--- config.mk ---
export PLATFORM = sky130hd
export DESIGN_NAME = instruction_prefetch_stage_flat
export DESIGN_NICKNAME = d
export VERILOG_FILES = /design/src/rtl/instruction_prefetch_stage_if.sv /design/src/rtl/instruction_prefetch_stage.sv /design/src/flat_wrapper.sv
export SDC_FILE = /design/constraint.sdc
export NUM_CORES = 1
export LEC_CHECK = 0
export CORE_ASPECT_RATIO = 2
export CORE_MARGIN = 4
export CORE_UTILIZATION = 50
export CTS_CLUSTER_SIZE = 25
export DETAILED_ROUTE_END_ITERATION = 10
export PLACE_DENSITY = 0.71
export SYNTH_ARGS = -nofsm -noshare
export SYNTH_HDL_FRONTEND = slang
export SYNTH_SLANG_ARGS = --single-unit
export TNS_END_PERCENT = 10
--- constraint.sdc ---
create_clock -name clk_i -period 5.6 [get_ports clk_i]
set_input_delay 0.84 -clock clk_i [delete_from_list [all_inputs] [get_ports clk_i]]
set_output_delay 0.84 -clock clk_i [all_outputs]
set_load 0.05 [all_outputs]
--- src/rtl/instruction_prefetch_stage_if.sv ---
// Cache-side and decode-side signals of the instruction prefetch stage.
// The prefetch stage takes the master modport; the cache/decode environment takes slave.
interface instruction_prefetch_stage_if #(
  parameter int ADDR_WIDTH  = 30,
  parameter int INSTR_WIDTH = 30,
  parameter int DEPTH       = 4
);
  localparam int CW = $clog2(DEPTH) + 1;

  logic [ADDR_WIDTH-1:0]  cache_address_o;
  logic [INSTR_WIDTH-1:0] cache_data_i;
  logic                   cache_blocking_n_i;
  logic                   stall_i;
  logic                   branching;
  logic [ADDR_WIDTH:0]    branch_pc;
  logic [INSTR_WIDTH-1:0] instr_o;
  logic [ADDR_WIDTH-1:0]  pc_o;
  logic                   instr_valid_o;
  logic                   ins_busywait_o;
  logic                   misaligned_o;
  logic [CW-1:0]          count_o;

  modport master (
    output cache_address_o,
    input  cache_data_i,
    input  cache_blocking_n_i,
    input  stall_i,
    input  branching,
    input  branch_pc,
    output instr_o,
    output pc_o,
    output instr_valid_o,
    output ins_busywait_o,
    output misaligned_o,
    output count_o
  );

  modport slave (
    input  cache_address_o,
    output cache_data_i,
    output cache_blocking_n_i,
    output stall_i,
    output branching,
    output branch_pc,
    input  instr_o,
    input  pc_o,
    input  instr_valid_o,
    input  ins_busywait_o,
    input  misaligned_o,
    input  count_o
  );
endinterface

--- src/rtl/instruction_prefetch_stage.sv ---
// Instruction fetch stage: sequential cache fetch into a DEPTH-entry {pc, instr}
// FIFO, one issue per unstalled cycle to decode, flush on branch redirect.
module instruction_prefetch_stage #(
  parameter int                     ADDR_WIDTH  = 30,
  parameter int                     INSTR_WIDTH = 30,
  parameter int                     DEPTH       = 4,
  parameter logic [INSTR_WIDTH-1:0] INSTR_NOP   = 30'b000000000000000000000000000100
) (
  input logic                            clk_i,
  input logic                            rst_i,
  instruction_prefetch_stage_if.master   bus
);
  localparam int PW = $clog2(DEPTH);
  localparam int CW = PW + 1;

  typedef struct packed {
    logic [ADDR_WIDTH-1:0]  pc;
    logic [INSTR_WIDTH-1:0] instr;
  } entry_t;

  entry_t                 mem_q [DEPTH];
  logic [PW-1:0]          head_q, head_d;
  logic [PW-1:0]          tail_q, tail_d;
  logic [CW-1:0]          count_q, count_d;
  logic [ADDR_WIDTH-1:0]  fetch_q, fetch_d;
  logic [INSTR_WIDTH-1:0] instr_q, instr_d;
  logic [ADDR_WIDTH-1:0]  pc_q, pc_d;
  logic                   valid_q, valid_d;
  logic                   mis_q, mis_d;
  logic                   push, pop;
  entry_t                 head_entry;

  assign head_entry = mem_q[head_q];

  always_comb begin
    pop     = 1'b0;
    push    = 1'b0;
    head_d  = head_q;
    tail_d  = tail_q;
    count_d = count_q;
    fetch_d = fetch_q;
    instr_d = instr_q;
    pc_d    = pc_q;
    valid_d = valid_q;
    mis_d   = 1'b0;

    if (bus.branching) begin
      // Redirect: drop everything queued and restart at the truncated word target.
      fetch_d = bus.branch_pc[ADDR_WIDTH:1];
      mis_d   = bus.branch_pc[0];
      head_d  = '0;
      tail_d  = '0;
      count_d = '0;
      instr_d = INSTR_NOP;
      valid_d = 1'b0;
    end else begin
      pop  = !bus.stall_i && (count_q != '0);
      push = bus.cache_blocking_n_i && ((count_q < CW'(DEPTH)) || pop);

      if (push) begin
        tail_d  = tail_q + PW'(1);
        fetch_d = fetch_q + ADDR_WIDTH'(1);
      end

      if (pop) begin
        head_d  = head_q + PW'(1);
        instr_d = head_entry.instr;
        pc_d    = head_entry.pc;
        valid_d = 1'b1;
      end else if (!bus.stall_i) begin
        instr_d = INSTR_NOP;
        valid_d = 1'b0;
      end

      if (push && !pop)      count_d = count_q + CW'(1);
      else if (pop && !push) count_d = count_q - CW'(1);
    end
  end

  always_ff @(posedge clk_i) begin
    if (rst_i) begin
      head_q  <= '0;
      tail_q  <= '0;
      count_q <= '0;
      fetch_q <= '0;
      instr_q <= INSTR_NOP;
      pc_q    <= '0;
      valid_q <= 1'b0;
      mis_q   <= 1'b0;
    end else begin
      head_q  <= head_d;
      tail_q  <= tail_d;
      count_q <= count_d;
      fetch_q <= fetch_d;
      instr_q <= instr_d;
      pc_q    <= pc_d;
      valid_q <= valid_d;
      mis_q   <= mis_d;
    end
  end

  // Storage holds data only; occupancy is tracked by the pointers, so it needs no reset.
  always_ff @(posedge clk_i) begin
    if (push && !rst_i) begin
      mem_q[tail_q] <= '{pc: fetch_q, instr: bus.cache_data_i};
    end
  end

  assign bus.cache_address_o = fetch_q;
  assign bus.instr_o         = instr_q;
  assign bus.pc_o            = pc_q;
  assign bus.instr_valid_o   = valid_q;
  assign bus.misaligned_o    = mis_q;
  assign bus.count_o         = count_q;
  assign bus.ins_busywait_o  = (count_q == '0);

endmodule

--- src/flat_wrapper.sv ---
// flat-port wrapper written by rule: the top's interface ports become plain ports
module instruction_prefetch_stage_flat 
#(
  parameter int                     ADDR_WIDTH  = 30,
  parameter int                     INSTR_WIDTH = 30,
  parameter int                     DEPTH       = 4,
  parameter logic [INSTR_WIDTH-1:0] INSTR_NOP   = 30'b000000000000000000000000000100
)
  (clk_i, rst_i, bus_cache_address_o, bus_cache_data_i, bus_cache_blocking_n_i, bus_stall_i, bus_branching, bus_branch_pc, bus_instr_o, bus_pc_o, bus_instr_valid_o, bus_ins_busywait_o, bus_misaligned_o, bus_count_o);
  instruction_prefetch_stage_if #(.ADDR_WIDTH(ADDR_WIDTH), .INSTR_WIDTH(INSTR_WIDTH), .DEPTH(DEPTH)) bus_i ();
  input logic clk_i;
  input logic rst_i;
  output wire logic [$bits(bus_i.cache_address_o)-1:0] bus_cache_address_o;
  input wire logic [$bits(bus_i.cache_data_i)-1:0] bus_cache_data_i;
  input wire logic [$bits(bus_i.cache_blocking_n_i)-1:0] bus_cache_blocking_n_i;
  input wire logic [$bits(bus_i.stall_i)-1:0] bus_stall_i;
  input wire logic [$bits(bus_i.branching)-1:0] bus_branching;
  input wire logic [$bits(bus_i.branch_pc)-1:0] bus_branch_pc;
  output wire logic [$bits(bus_i.instr_o)-1:0] bus_instr_o;
  output wire logic [$bits(bus_i.pc_o)-1:0] bus_pc_o;
  output wire logic [$bits(bus_i.instr_valid_o)-1:0] bus_instr_valid_o;
  output wire logic [$bits(bus_i.ins_busywait_o)-1:0] bus_ins_busywait_o;
  output wire logic [$bits(bus_i.misaligned_o)-1:0] bus_misaligned_o;
  output wire logic [$bits(bus_i.count_o)-1:0] bus_count_o;
  assign bus_cache_address_o = bus_i.cache_address_o;
  assign bus_i.cache_data_i = bus_cache_data_i;
  assign bus_i.cache_blocking_n_i = bus_cache_blocking_n_i;
  assign bus_i.stall_i = bus_stall_i;
  assign bus_i.branching = bus_branching;
  assign bus_i.branch_pc = bus_branch_pc;
  assign bus_instr_o = bus_i.instr_o;
  assign bus_pc_o = bus_i.pc_o;
  assign bus_instr_valid_o = bus_i.instr_valid_o;
  assign bus_ins_busywait_o = bus_i.ins_busywait_o;
  assign bus_misaligned_o = bus_i.misaligned_o;
  assign bus_count_o = bus_i.count_o;
  instruction_prefetch_stage #(.ADDR_WIDTH(ADDR_WIDTH), .INSTR_WIDTH(INSTR_WIDTH), .DEPTH(DEPTH), .INSTR_NOP(INSTR_NOP)) u_core (.clk_i(clk_i), .rst_i(rst_i), .bus(bus_i));
endmodule
== Word level (Yosys, flattened, before mapping) ==
Memory sizes are Yosys's and may differ from the RTL's. A register that Yosys moved wholly into a read port is not among the register bits.
Cells that the tools add are included.

* Register bits: 99
* RAM bits: 240
* Input bits: 66
* Output and inout bits: 96
* Logic and storage cells: 47
* Memories kept: 1

* Add/subtract/negate cells: 5
* Magnitude comparators: 1
* Eq/ne operators: 1
* Mux-type cells: 13
* Bitwise operators: 1
* Reduce and logical (&&, ||, !) cells: 17

{| class="wikitable"
|+ Memories
! name !! depth !! width !! rd ports !! clocked after memory_dff !! wr ports !! line !! source
|-
| u_core.mem_q || 4 || 60 || 1 || 1 || 1 || instruction_prefetch_stage.sv:21 || <nowiki>entry_t mem_q [DEPTH];</nowiki>
|}

{| class="wikitable"
|+ Operators by type and width
! kind !! number
|-
| 30-bit 2-to-1 mux || 4
|-
| 30-bit by 1-bit adder with 30-bit output (second input constant) || 1
|-
| 3-bit 2-to-1 mux || 2
|-
| 1-bit logical AND || 5
|-
| 1-bit 2-to-1 mux || 5
|-
| 2-bit by 1-bit adder with 2-bit output (second input constant) || 2
|-
| 1-bit zero test || 4
|-
| 2-bit 2-to-1 mux || 2
|-
| 2-bit nonzero test || 2
|-
| 2-bit OR reduction || 2
|-
| 3-bit by 1-bit adder with 3-bit output (second input constant) || 1
|-
| 3-bit zero test || 1
|-
| 3-bit less-than comparator (second input constant) || 1
|-
| 3-bit nonzero test || 1
|-
| 3-bit by 1-bit subtractor with 3-bit output (second input constant) || 1
|-
| 2-bit by 1-bit inequality test with 1-bit output (second input constant) || 1
|-
| 2-bit AND reduction || 1
|-
| 1-bit logical OR || 1
|-
| 1-bit inverter || 1
|}

== Depth between registers and ports, before layout ==
Gate-level depths: netlist of run 1.

* Word-level depth: 8
* Mapped depth: 11
* Gate-level depth less buffers: 9

== Least setup slack after synthesis of run 1 ==
No wires, ideal clock.

* Path type: input-to-reg
* Start: input bus_stall_i
* End: memory u_core.mem_q[0][0] in the netlist's numbering (enable)
* Library setup time: 425 ps
* Arrival time: 3253 ps
* Data required time: 5175 ps
* Setup slack: 1922 ps
* Cell stages on the path: 6
* Path buffers: 3
* Path through: buf_2 -> a21bo_2 -> inv_1 -> buf_2 -> buf_1 -> and3_1

* Longest elaborated chain between the ends: 8

{| class="wikitable"
|+ Ends and longest elaborated chain
! item !! line !! source
|-
| start, declared || flat_wrapper.sv:16 || <nowiki>input wire logic [$bits(bus_i.stall_i)-1:0] bus_stall_i;</nowiki>
|-
| 1-bit zero test || instruction_prefetch_stage.sv:57 || <nowiki>pop = !bus.stall_i && (count_q != '0);</nowiki>
|-
| 1-bit logical AND || instruction_prefetch_stage.sv:57 ||
|-
| 1-bit logical OR || instruction_prefetch_stage.sv:58 || <nowiki>push = bus.cache_blocking_n_i && ((count_q < CW'(DEPTH)) || pop);</nowiki>
|-
| 1-bit logical AND || instruction_prefetch_stage.sv:58 ||
|-
| 1-bit 2-to-1 mux || instruction_prefetch_stage.sv:47 || <nowiki>if (bus.branching) begin</nowiki>
|-
| 1-bit logical AND || instruction_prefetch_stage.sv:104 || <nowiki>if (push && !rst_i) begin</nowiki>
|-
| 1-bit 2-to-1 mux || instruction_prefetch_stage.sv:104 ||
|-
| 1-bit 2-to-1 mux (implied by the code) || instruction_prefetch_stage.sv:105 || <nowiki>mem_q[tail_q] <= '{pc: fetch_q, instr: bus.cache_data_i};</nowiki>
|-
| end, declared || instruction_prefetch_stage.sv:21 ||
|}

Every way passes these cells.

== Worst setup path after layout of run 1 ==
* Start: input bus_stall_i
* End: memory u_core.mem_q[2][46] in the netlist's numbering (enable)

The elaborated chain is that of the path after synthesis.

==> key figures, run 1 <==
Global routing
  • Initial antenna violation count: 0
  • All-layer global routing usage: 20.2%
  • Overall overflow remaining after global route: 0
  • Number of global-route vias before repair: 7,801
  • Pin count of the biggest net entering global routing: 64
  • First-pass GRT wire length: 44,500 um

Die
  • Standard cell core area: 25,200 sq um
  • Starting density of the core: 51.0%
  • Vertical die dimension: 235 um
  • Site row count: 82
  • Top-level I/O count: 162
  • DIE AREA: 28,500 sq um
  • Width of the die: 121 um

Yosys
  • Most frequent cell after synthesis: edfxtp_1
  • Synthesized cell area: 12,900 sq um
  • Post-synthesis async set-or-reset flop share: 0%
  • Cells taking the most area after synthesis: edfxtp_1 (56%), dfxtp_1 (16%), mux4_2 (10%), nand2_1 (2.3%), a22oi_1 (1.7%)
  • Cells after synthesis: 817
  • Count of flip-flops with a built-in enable after synthesis: 240
  • Post-Syn Area per Cell: 15.8 sq um
  • Count of distinct cell types in the synthesized netlist: 44
  • Top cells by instance count after synthesis: edfxtp_1 (240), dfxtp_1 (101), nand2_1 (79), mux4_2 (60), nor2_1 (60)
  • Post-synthesis net count: 890
  • Most used DFF post-synth: edfxtp_1
  • Post-synth top area cell: edfxtp_1
  • Post-synth top area share: 56.0%
  • FF+latch count, synth: 341
  • Synth Warn #: 0
  • Fraction of the yosys area taken by sequential cells: 71.7%

CTS
  • Count of hold buffers inserted by post-cts repair: 0
  • Post-CTS repair timing setup buffer count: 0
  • CTS Sinks: 341
  • TritonCTS Buffers: 28
  • Post-cts repair resize count: 0
  • Longest Clk Path Bufs: 3
  • Clock tree from TritonCTS: done
  • Number of levels in the clock H-tree: 1
  • Master cell of the clock root buffer: clkbuf_16
  • Later-pin clock latency in the skew report: 0.55 ns
  • Clock-pin slew reported for the worst setup and hold paths after clock tree synthesis: 0.06 ns

Pwr
  • Lkg Pwr: 4.98 nW
  • Worst voltage drop across the vdd grid: 0.232 mV
  • Power density over cell area: 331 nW/um^2
  • Power consumption: 5.21 mW

Detailed routing
  • Total iterations of the first detailed-routing run: 5
  • Number of design-rule violations left by the first detailed-router iteration: 507
  • Remaining number of nets flagged by the antenna check after routing: 0
  • DR DRC count: 0
  • Total wire length: 28,500 um
  • Routed length per instance: 21.5 um
  • Total number of vias: 7,565
  • Via density per instance: 5.71

Worst setup path
  • Kind of critical path: input port to register
  • Crit path arrival time: 3.65 ns
  • Capturing point of the worst reg2reg path: u_core.mem_q[2][46]$_DFFE_PP_
  • Sort of element at the end of the critical path: register
  • Beginning of the critical path: bus_stall_i
  • Worst r2r path cells: 4
  • CP Capture Point: u_core.mem_q[2][46]$_DFFE_PP_
  • Max FO, Critical Path: 36
  • Kind of start point of the critical path: input port
  • R2R Setup Slk: 2.80 ns
  • Startpoint of the worst register-to-register path: u_core.bus.count_o[2]$_SDFFE_PP0P_
  • Data required, critical path: 5.80 ns

Placement
  • Routability congestion estimate from global placement: 0.788
  • Post-placement cell count: 1,274
  • HPWL after detailed placement: 18,500 um
  • Port bufs: 161

Run
  • Max-capacitance violation count: 0

Layout
  • Area used by sequential logic in the layout: 9230 sq um
  • Non-Filler Instances: 1,326
  • Nets: 1,041
  • Layout cells sized above 1: 13.7%
  • Syn-to-layout area delta: 22.3%
  • Area of the multi-input gates: 3380 sq um
  • Fill cell count: 1,924
  • Core Util, Final: 62.3%
  • Antenna cells: 0

Timing
  • Final setup fails: 0
  • Crit share post-route: 61.7%
  • Final-report hold violation count: 0
  • Final hold slack: 0.456 ns
  • Transition time of the tightest slew-check pin: 0.910 ns
  • Worst clock skew: 0.00995 ns
  • Final-report max-slew violation count: 0
  • Final sum of negative setup slack: 0 ns
  • Slew margin rel.: 39.3%
  • Max Clk Rate: 0.289 GHz
  • Unrepaired setup endpoints after global routing: no
  • Fin crit period: 3.46 ns

Outcome
  • Run status: complete, no violations

Hold path
  • Worst hold stages: 2
  • Hold Path Class: register to register
[cells by family (layout without fill, tap and decap cells)]
group / after synthesis / count (layout) / synth area share, %
flip-flops: 341 / 341 / 71.7
AND/OR/NAND/NOR: 209 / 209 / 7.67
multiplexers: 61 / 61 / 10.6
XOR/XNOR: 11 / 11 / 0.749
adder cells (fa/ha/maj): 7 / 7 / 0.739
buffers and inverters: 68 / 241 / 2.16
AO/OA/AOI/OAI: 120 / 120 / 6.40
[per-layer routing]
| layer | vias up | GRT usage (%) | part of all wire [%] |
|---|---|---|---|
| li1 | 3476 | - | - |
| met1 | 3858 | 24.4 | 37 |
| met3 | 25 | 2.41 | 4.2 |
| met4 | 0 | 5.37 | 2.0 |
| met2 | 206 | 37.5 | 57 |
| met5 | - | 0 | 0 |
[registers in the layout, summed over array words and instances (netlist names), named ones only]
| register | cells |
|---|---|
| u_core.bus.cache_address_o | 30 |
| u_core.bus.count_o | 3 |
| u_core.bus.instr_o | 30 |
| u_core.bus.instr_valid_o | 1 |
| u_core.bus.misaligned_o | 1 |
| u_core.bus.pc_o | 30 |
| u_core.head_q | 2 |
| u_core.mem_q | 240 |
| u_core.tail_q | 2 |
[placed cells by master, fill, tap and decap left out, types with 11 or more instances in the layout]
cell type | netlist | routed
a21oi_1 | 36 | 36
a22oi_1 | 30 | 30
a311oi_1 | 16 | 16
buf_4 | 1 | 12
clkbuf_16 | 0 | 29
clkdlybuf4s50_1 | 0 | 160
clkinv_2 | 0 | 11
dfxtp_1 | 101 | 99
edfxtp_1 | 240 | 240
inv_1 | 14 | 14
mux4_2 | 60 | 60
nand2_1 | 79 | 79
nand3_1 | 14 | 14
nor2_1 | 60 | 59
or4_1 | 11 | 11
[area by class of cell]
| type | instances | area share (%) |
|---|---|---|
| well taps | 336 | 2.67 |
| flip-flops and latches | 341 | 58.7 |
| clock inverters | 17 | 0.930 |
| clock buffers | 35 | 4.88 |
| inverters | 14 | 0.334 |
| multi-input cells | 408 | 21.5 |
| repair buffers | 175 | 11.0 |
[report_power, final]
group | switching, mW | internal (mW)
combinational | 0.269 | 0.176
clock | 0.874 | 1.07
sequential | 0.0685 | 2.75
[critical path, stage by stage]
cell and delay, ns:
clkdlybuf4s50_1 0.41, buf_4 0.28, a21bo_2 0.31, inv_1 0.46
and3_2 0.83, buf_4 0.50
[stage by stage]
| step | setup slack, ns | area [sq um] |
|---|---|---|
| final | 2.14 | 15700 |
| after CTS | 2.15 | 15700 |
| after global routing | 2.00 | 15700 |
| after detailed placement | 1.59 | 14800 |
| after floorplan | 1.92 | 12900 |
| after global placement | 1.65 | 14800 |
[how the worst min path moves through the flow]
stage | end | start | slack [ns]
4_1_cts | u_core.bus.pc_o[7]$_SDFFE_PP0P_ | u_core.bus.pc_o[7]$_SDFFE_PP0P_ | 0.46
2_1_floorplan | u_core.tail_q[0]$_SDFFE_PP0P_ | u_core.tail_q[0]$_SDFFE_PP0P_ | 0.47
3_3_place_gp | u_core.bus.pc_o[15]$_SDFFE_PP0P_ | u_core.bus.pc_o[15]$_SDFFE_PP0P_ | 0.45
5_1_grt | u_core.bus.pc_o[10]$_SDFFE_PP0P_ | u_core.bus.pc_o[10]$_SDFFE_PP0P_ | 0.47
6_report | u_core.bus.pc_o[17]$_SDFFE_PP0P_ | u_core.bus.pc_o[17]$_SDFFE_PP0P_ | 0.46
3_5_place_dp | u_core.bus.pc_o[7]$_SDFFE_PP0P_ | u_core.bus.pc_o[7]$_SDFFE_PP0P_ | 0.45
Note: power is estimated with default switching activity, not from simulation.
==> run 2: changes to the inputs <==
--- a/config.mk
+++ b/config.mk
@@ -10,7 +10,7 @@
 export CORE_UTILIZATION = 50
 export CTS_CLUSTER_SIZE = 25
 export DETAILED_ROUTE_END_ITERATION = 10
-export PLACE_DENSITY = 0.71
+export PLACE_DENSITY = 0.74
 export SYNTH_ARGS = -nofsm -noshare
 export SYNTH_HDL_FRONTEND = slang
 export SYNTH_SLANG_ARGS = --single-unit
==> constraint.sdc (replaced) <==
create_clock -name clk_i -period 2.9 [get_ports clk_i]
set_input_delay 0.435 -clock clk_i [delete_from_list [all_inputs] [get_ports clk_i]]
set_output_delay 0.435 -clock clk_i [all_outputs]
set_load 0.05 [all_outputs]
==> run 2 against run 1 <==
Against the previous run:
- design area grew 1.6%
- non-clock buffer count increased by 21
- clock skew up 0.0077 ns
- clock power increased by 99%
- critical path depth is 4 lower
- die area stayed put
- setup slack got worse by 2.0 ns
- power up 96%
- count of clock-buffer cells in the layout increased by 2
- highest routed layer unchanged
- final cell count up 1.7%
- first-iteration DRC count grew 1.2%
- flip-flop and latch count unchanged
==> key figures, run 2 (synthesized netlist as in run 1, its figures left out) <==
CTS
  • Clock tree from TritonCTS: done
  • Master cell of the clock root buffer: clkbuf_16
  • Number of levels in the clock H-tree: 1 (unchanged)
  • Clock-pin slew reported for the worst setup and hold paths after clock tree synthesis: 0.07 ns (about the same)
  • CTS Sinks: 341 (unchanged)
  • Post-CTS repair timing setup buffer count: 0 (unchanged)
  • Longest Clk Path Bufs: 3 (unchanged)
  • Later-pin clock latency in the skew report: 0.55 ns (about the same)
  • Count of hold buffers inserted by post-cts repair: 0 (unchanged)
  • Post-cts repair resize count: 0 (unchanged)
  • TritonCTS Buffers: 29 (+3.6%)

Timing
  • Unrepaired setup endpoints after global routing: no
  • Final-report hold violation count: 0 (unchanged)
  • Final setup fails: 0 (unchanged)
  • Final-report max-slew violation count: 0 (unchanged)
  • Slew margin rel.: 60.6% (+21 points)
  • Max Clk Rate: 0.369 GHz
  • Crit share post-route: 93.5%
  • Transition time of the tightest slew-check pin: 0.590 ns (-0.321 ns)
  • Fin crit period: 2.71 ns
  • Worst clock skew: 0.0176 ns (+0.00766 ns)

Worst setup path
  • Kind of critical path: register to output pin
  • Kind of start point of the critical path: register
  • Cell chain of the critical path: nor3_2, clkdlybuf4s50_1
  • Data required, critical path: 2.47 ns (-3.33 ns)
  • CP max stage cell: clkdlybuf4s50_1
  • Sort of element at the end of the critical path: output pin
  • Max FO, Critical Path: 5 (-86%)
  • Family with the most delay on the worst path: buffers and inverters
  • Crit path arrival time: 2.28 ns (-1.37 ns)
  • Buffers plus inverters on the worst setup path: 1 (-3)
  • Maximum single-stage delay on the critical path: 0.92 ns (+0.09 ns)

Placement
  • HPWL after detailed placement: 18,900 um (+1.8%)
  • Total cell area at the placement stage: 15,000 sq um (+1.5%)
  • Port bufs: 161 (unchanged)
  • Routability congestion estimate from global placement: 0.823 (+4.4%)
  • Post-placement cell count: 1,295 (+1.6%)

Die
  • Starting density of the core: 51.0% (unchanged)
  • Vertical die dimension: 235 um (unchanged)
  • Site row count: 82 (unchanged)
  • Width of the die: 121 um (unchanged)
  • Standard cell core area: 25,200 sq um (unchanged)
  • Top-level I/O count: 162 (unchanged)
  • DIE AREA: 28,500 sq um (unchanged)

Pwr
  • Clock network power share: 37.9% (+0.6 points)
  • Net switching power of the design: 2.31 mW (+91%)
  • Internal power of the cells: 7.91 mW (+98%)
  • Share of total power in sequential cells: 53.0% (-1.1 points)
  • Power density over cell area: 639 nW/um^2 (+93%)
  • Power share of the combinational group: 9.0% (+0.5 points)
  • Switching share of power: 22.6% (-0.63 points)
  • Worst voltage drop across the vdd grid: 0.498 mV (+110%)
  • Lkg Pwr: 5.11 nW (+2.7%)

Layout
  • Most frequent cells in the layout: edfxtp_1 (240), clkdlybuf4s50_1 (159), dfxtp_1 (99)
  • Nets: 1,063 (+2.1%)
  • Layout cells sized above 1: 15.2% (+1.5 points)
  • Non-Filler Instances: 1,348 (+1.7%)
  • Max reg flops: 240 (unchanged)
  • Syn-to-layout area delta: 24.2%
  • Most common library cell in the layout ignoring fill and taps: edfxtp_1
  • Antenna cells: 0 (unchanged)
  • Cell area after layout: 16,000 sq um (+1.6%)
  • Register bank with the most flops: u_core.mem_q

Detailed routing
  • DR DRC count: 0 (unchanged)
  • Total iterations of the first detailed-routing run: 5 (unchanged)
  • Number of design-rule violations left by the first detailed-router iteration: 513 (+1.2%)
  • Via density per instance: 5.65 (-0.92%)
  • Total wire length: 28,200 um (-1.0%)
  • Remaining number of nets flagged by the antenna check after routing: 0 (unchanged)
  • Total number of vias: 7,620 (+0.73%)
  • Routed length per instance: 21.0 um (-2.6%)

Global routing
  • Initial antenna violation count: 0 (unchanged)
  • Overall overflow remaining after global route: 0 (unchanged)
  • All-layer global routing usage: 20.0% (-0.13 points)
  • Pin count of the biggest net entering global routing: 44 (-31%)
  • Number of global-route vias before repair: 7,777 (-0.31%)
  • First-pass GRT wire length: 44,400 um (-0.25%)

Hold path
  • Hold Path Class: input port to register

Outcome
  • Run status: complete, no violations

Run
  • Max-capacitance violation count: 0 (unchanged)
==> run 2: power by group through the flow <==
| stage | clock network [mW] | registers, mW | logic, mW |
|---|---|---|---|
| floorplan | 0 | 5.71 | 0.337 |
| global placement | 0 | 5.52 | 0.920 |
| detailed placement | 0 | 5.53 | 0.932 |
| CTS | 3.97 | 5.42 | 0.936 |
| global route | 4.14 | 5.43 | 0.989 |
| finish | 3.88 | 5.42 | 0.923 |
==> run 2: final timing paths <==
path,from,end,slack (ns),cells after the start
min,bus_stall_i,u_core.bus.instr_valid_o$_SDFFE_PP0P_,0.26,4
min reg2reg,u_core.bus.pc_o[15]$_SDFFE_PP0P_,u_core.bus.pc_o[15]$_SDFFE_PP0P_,0.45,2
max reg2reg,u_core.bus.cache_address_o[8]$_SDFFE_PP0P_,u_core.bus.cache_address_o[25]$_SDFFE_PP0P_,0.53,4
max,u_core.bus.count_o[0]$_SDFFE_PP0P_,bus_ins_busywait_o,0.19,2
==> run 2: layout make-up <==
| class | instances | area (sq um) |
|---|---|---|
| fill | 1927 | 9250 |
| sequential | 341 | 9230 |
| multi-input combinational | 408 | 3380 |
| timing repair buffer | 196 | 1950 |
| clock buffer | 37 | 766 |
| tap | 336 | 420 |
| clock inverter | 16 | 183 |
| inverter | 14 | 52.6 |
==> run 2: stage by stage <==
stage          power (mW)  utilization (%)  setup TNS (ns)  setup slack [ns]  hold WS (ns)
6_report             10.2             63.3               0             0.188         0.262
5_1_grt              10.6             63.3               0            0.0806         0.278
4_1_cts              10.3             63.3               0             0.147         0.239
3_5_place_dp         6.46             59.6               0             0.190         0.447
3_3_place_gp         6.44             59.6               0             0.239         0.443
2_1_floorplan        6.05                -          -67.02            -0.372         0.466
==> run 2: tightest hold or removal path, stage by stage <==
cell     delay [ns]
buf_2          0.11
nor2_2         0.05
inv_1          0.09
a21oi_1        0.07
==> run 2: per-layer routing <==
layer  GRT usage [%]  wire (um)  part of all wire (%)  vias to the layer above
li1                -          -                     -                     3515
met1            23.3      10300                    36                     3834
met2            38.2      16100                    57                      232
met3            1.93       1200                   4.3                       39
met4            5.88        656                   2.3                        0
met5               0          0                     0                        -
